==> src/rtl/random_delay.sv <==
// Random delay timer: loads a pseudo-random count on trigger and pulses time_out after that many ticks.
// Latency: busy rises the cycle after an accepted trigger; time_out rises the cycle after the N-th tick.
// Backpressure: none; triggers outside IDLE are dropped. Optional abort port under RANDOM_DELAY_ABORT_EN.
module random_delay #(
  parameter int WIDTH = 7
) (
  input  logic             clk,
  input  logic             rst,
  input  logic             trigger,
  input  logic             tick,
  input  logic [WIDTH-1:0] rnd,
`ifdef RANDOM_DELAY_ABORT_EN
  input  logic             abort,
`endif
  output logic             lfsr_en,
  output logic             busy,
  output logic             time_out,
  output logic [WIDTH-1:0] delay_q
);

  typedef enum logic [1:0] {
    IDLE  = 2'd0,
    COUNT = 2'd1,
    DONE  = 2'd2
  } state_t;

  state_t           state_q, state_d;
  logic [WIDTH-1:0] cnt_q, cnt_d;
  logic [WIDTH-1:0] delay_d;
  logic             lfsr_en_q;
  logic             time_out_q;
  logic             abort_req;

`ifdef RANDOM_DELAY_ABORT_EN
  assign abort_req = abort;
`else
  assign abort_req = 1'b0;
`endif

  // Next-state, counter and captured-delay logic; a zero random value is promoted to 1
  always_comb begin
    state_d = state_q;
    cnt_d   = cnt_q;
    delay_d = delay_q;
    unique case (state_q)
      IDLE: begin
        if (trigger) begin
          cnt_d   = (rnd == '0) ? WIDTH'(1) : rnd;
          delay_d = (rnd == '0) ? WIDTH'(1) : rnd;
          state_d = COUNT;
        end
      end
      COUNT: begin
        if (abort_req) begin
          // Abort wins over a concurrent expiring tick
          cnt_d   = '0;
          state_d = IDLE;
        end else if (tick) begin
          if (cnt_q <= WIDTH'(1)) begin
            cnt_d   = '0;
            state_d = DONE;
          end else begin
            cnt_d = cnt_q - WIDTH'(1);
          end
        end
      end
      DONE: begin
        state_d = IDLE;
      end
      default: begin
        cnt_d   = '0;
        state_d = IDLE;
      end
    endcase
  end

  // State, counter and delay registers
  always_ff @(posedge clk or negedge rst) begin
    if (!rst) begin
      state_q <= IDLE;
      cnt_q   <= '0;
      delay_q <= '0;
    end else begin
      state_q <= state_d;
      cnt_q   <= cnt_d;
      delay_q <= delay_d;
    end
  end

  // Registered strobes: lfsr_en stays low in reset and only rises on the first edge after release
  always_ff @(posedge clk or negedge rst) begin
    if (!rst) begin
      lfsr_en_q  <= 1'b0;
      time_out_q <= 1'b0;
    end else begin
      lfsr_en_q  <= (state_d == IDLE);
      time_out_q <= (state_d == DONE);
    end
  end

  assign lfsr_en  = lfsr_en_q;
  assign time_out = time_out_q;
  assign busy     = (state_q != IDLE);

endmodule

==> config.mk <==
export PLATFORM = sky130hd
export DESIGN_NAME = random_delay
export DESIGN_NICKNAME = d
export VERILOG_FILES = /design/src/rtl/random_delay.sv
export SDC_FILE = /design/constraint.sdc
export NUM_CORES = 1
export LEC_CHECK = 0
export BUFFER_PORTS_ARGS = -buffer_cell sky130_fd_sc_hd__buf_2
export CORE_MARGIN = 2
export CORE_UTILIZATION = 56
export DETAILED_ROUTE_END_ITERATION = 6
export HOLD_SLACK_MARGIN = 0.08
export PLACE_DENSITY_LB_ADDON = 0.05
export SKIP_CTS_REPAIR_TIMING = 1
export SLEW_MARGIN = 20
export SYNTH_ARGS = -nofsm -noshare
export SYNTH_HDL_FRONTEND = slang
export SYNTH_SLANG_ARGS = --single-unit
==> constraint.sdc <==
create_clock -name clk -period 2.8 [get_ports clk]
set_input_delay 0.14 -clock clk [delete_from_list [all_inputs] [get_ports clk]]
set_output_delay 0.14 -clock clk [all_outputs]
set_load 0.02 [all_outputs]
==> results.yml <==
worst_setup_path:
  critPathKind: "reg -> reg"
  slowest_delay_ps: 640
  crit_chain: "nand2b_1 -> nor2_1 -> mux2_2"
  cp_num_buf_inv: 0
  cp.arrival_ps: 2160
  end_kind: "flop"
  cp-start-kind: "flop"
  ff2ff_path_depth: 3
  required_ps: 2990
  critical_path_depth: 3
  cp_top_family: "simple AND/OR/NAND/NOR gates"
  crit_fanout: 16
  slowest_stage: "nor2_1"
routing:
  drt_iter0_markers: 19
  drt_wl_total_mm: 2.047
  drc_errors: 0
  dr_total_vias: 821
  via_per_inst: 6.516
  drt_pass1_iterations: 4
  wl_per_cell_um: 16.25
  ant_nets: 0
flow_run:
  maxCapViolCount: 0
logic_synthesis:
  synth_top_area_cell: "dfrtp_1"
  synth_top_area_share_pct: 46.57
  yosysSeqAreaShare_pct: 46.57
  synthTopCellsByArea: "dfrtp_1 (47%), mux2_2 (7.0%), a221o_1 (3.1%), nor3b_1 (3.1%), o41ai_4 (2.8%)"
  synth_seq_cells: 18
  yosys_warnings: 0
  netlist_instances: 89
  syn-num-nets: 102
  netlist_area_um2: 967.2
  synth.distinct_cells: 37
  syn_area_per_cell_um2: 10.87
global_route:
  grt_max_degree: 19
  grt_pass1_wl_mm: 3.318
  antenna_found_initial: 0
  track_usage_pct: 22.50
  grt_pass1_vias: 757
  grt-ovfl-total: 0
timing:
  fin_tns_setup_ps: 0
  max_freq_mhz: 505.4
  finalHoldViolations: 0
  period_share_pct: 70.66
  final_max_slew_viol_count: 0
  tightestPinTransition_ps: 813.6
  fin_crit_ps: 1979
  setup_viol: 0
  rsz0062_at_grt: "false"
  finClkSkew_ps: 1.557
  max_slew_margin_pct: 45.56
  setup_ws_ps: 821.5
finish:
  multi_input_area_um2: 490.5
  num-fill-cells: 135
  drive_above_1_share_pct: 31.19
  nets: 124
  area_growth_pct: 14.36
  seq_area_um2: 450.4
  final_area_mm2: 0.001106
  antennaDiodeCount: 0
clock_tree:
  clk_latency_ps: 290
  htreeDepth: 1
  cts_buffers: 3
  cts_sinks: 18
  clock_path_buffers: 2
  cts_tree: "done"
  clk_pin_slew_ps: 90
  root_buffer: "clkbuf_4"
die:
  row_count: 15
  ios: 21
  core_region_area_mm2: 0.001670
  die-area_mm2: 0.002076
  chipWidth_um: 45.56
  die_y_um: 45.56
  initial_utilization_pct: 57.90
run_status:
  status: "complete, no violations"
power_and_ir_drop:
  p_leak_nw: 0.5085
  power.density_mw_per_mm2: 987.1
  ir_worst_vdd_mv: 0.5256
hold_path:
  min_path_cells: 2
  hold_class: "in -> reg"
place:
  dp_slack_ps: 821.1
  port_buffers: 20
  dpl_cell_area_mm2: 0.001074
  dpl.hpwl_mm: 1.459
  gp_congestion: 0.8229
==> state kept, by name, indices dropped and copies added (netlist names) <==
name and cells:
state_q 2, lfsr_en 1, delay_q 7, cnt_q 7, time_out 1
==> path summary, 6_finish.rpt <==
kind                                        start  slack [ps]                endpoint
max reg2reg                  state_q[0]$_DFF_PN0_         820  delay_q[1]$_DFFE_PN0P_
min in group asynchronous                     rst         300    state_q[0]$_DFF_PN0_
max                          state_q[0]$_DFF_PN0_         820  delay_q[1]$_DFFE_PN0P_
min                                       trigger          60       lfsr_en$_DFF_PN0_
max in group asynchronous                     rst        2210    state_q[1]$_DFF_PN0_
min reg2reg                delay_q[6]$_DFFE_PN0P_         510  delay_q[6]$_DFFE_PN0P_
==> cell usage after synthesis <==
library cell	instances
inv_1	3
a22oi_1	1
o21ba_4	1
o41ai_1	1
buf_1	1
nor2b_1	2
a21oi_1	5
clkbuf_1	3
o31ai_1	1
o21ai_1	2
a22o_1	1
or3_4	1
a221o_1	3
nor4_1	3
o41ai_4	1
a31oi_1	1
or2_2	1
o21ai_0	3
mux2_2	6
ha_1	2
o22ai_1	1
o221a_2	1
dfrtp_1	18
a21o_1	1
a21boi_0	1
nor3b_1	4
nand2_1	3
or4_1	1
nand3_1	1
nand3b_1	1
nor2_1	4
nor3_1	2
o21bai_1	1
o22a_1	2
nor4b_1	1
nand2b_1	4
o221ai_1	1
==> cell usage in the layout (no fill, tap or decap), types with 3 or more instances in the layout <==
cell type  Yosys  layout
buf_2          0      20
dfrtp_1       18      18
mux2_2         6       6
a21oi_1        5       5
nor3b_1        4       4
nand2b_1       4       4
nor2_1         4       4
inv_1          3       3
nor4_1         3       3
nand2_1        3       3
o21ai_0        3       3
a221o_1        3       3
clkbuf_4       0       3
==> power by group <==
group	internal [W]	switching [W]
clock network	0.0000501	0.0000758
registers	0.000361	0.000112
logic	0.000239	0.000253
total	0.000650	0.000441
==> final cells by class <==
cell class,count,share of cell area [%]
well taps,17,1.923
clock buffers,3,2.036
inverters,3,1.018
multi-input cells,64,44.34
flip-flops and latches,18,40.72
repair buffers,21,9.955
==> through the flow <==
| stage | util (%) | power (W) | instances | hold WS [ps] |
|---|---|---|---|---|
| floorplan | - | 0.0008301 | 89 | -155.6 |
| global placement | 64.27 | 0.0009504 | 122 | 89.29 |
| detailed placement | 64.27 | 0.0009650 | 122 | 97.05 |
| CTS | 65.62 | 0.001093 | 125 | -225.7 |
| global route | 66.22 | 0.001164 | 126 | 79.74 |
| finish | 66.22 | 0.001092 | 126 | 57.07 |
==> cells by family after synthesis <==
family / count (synthesis) / share of synthesized area, %
buffers and inverters: 7 / 2.716
muxes: 6 / 6.985
and+or+nand+nor: 28 / 17.46
DFF: 18 / 46.57
AOI/OAI and AO/OA: 28 / 23.68
adders and majority gates: 2 / 2.587
==> layer usage <==
layer / track usage (%) / up-vias / wire (um)
li1: - / 380 / -
met1: 31.99 / 400 / 944
met2: 32.96 / 36 / 934
met3: 2.381 / 5 / 132
met4: 12.94 / 0 / 36
met5: 0 / - / 0
Power figures use the tool's default switching activity.
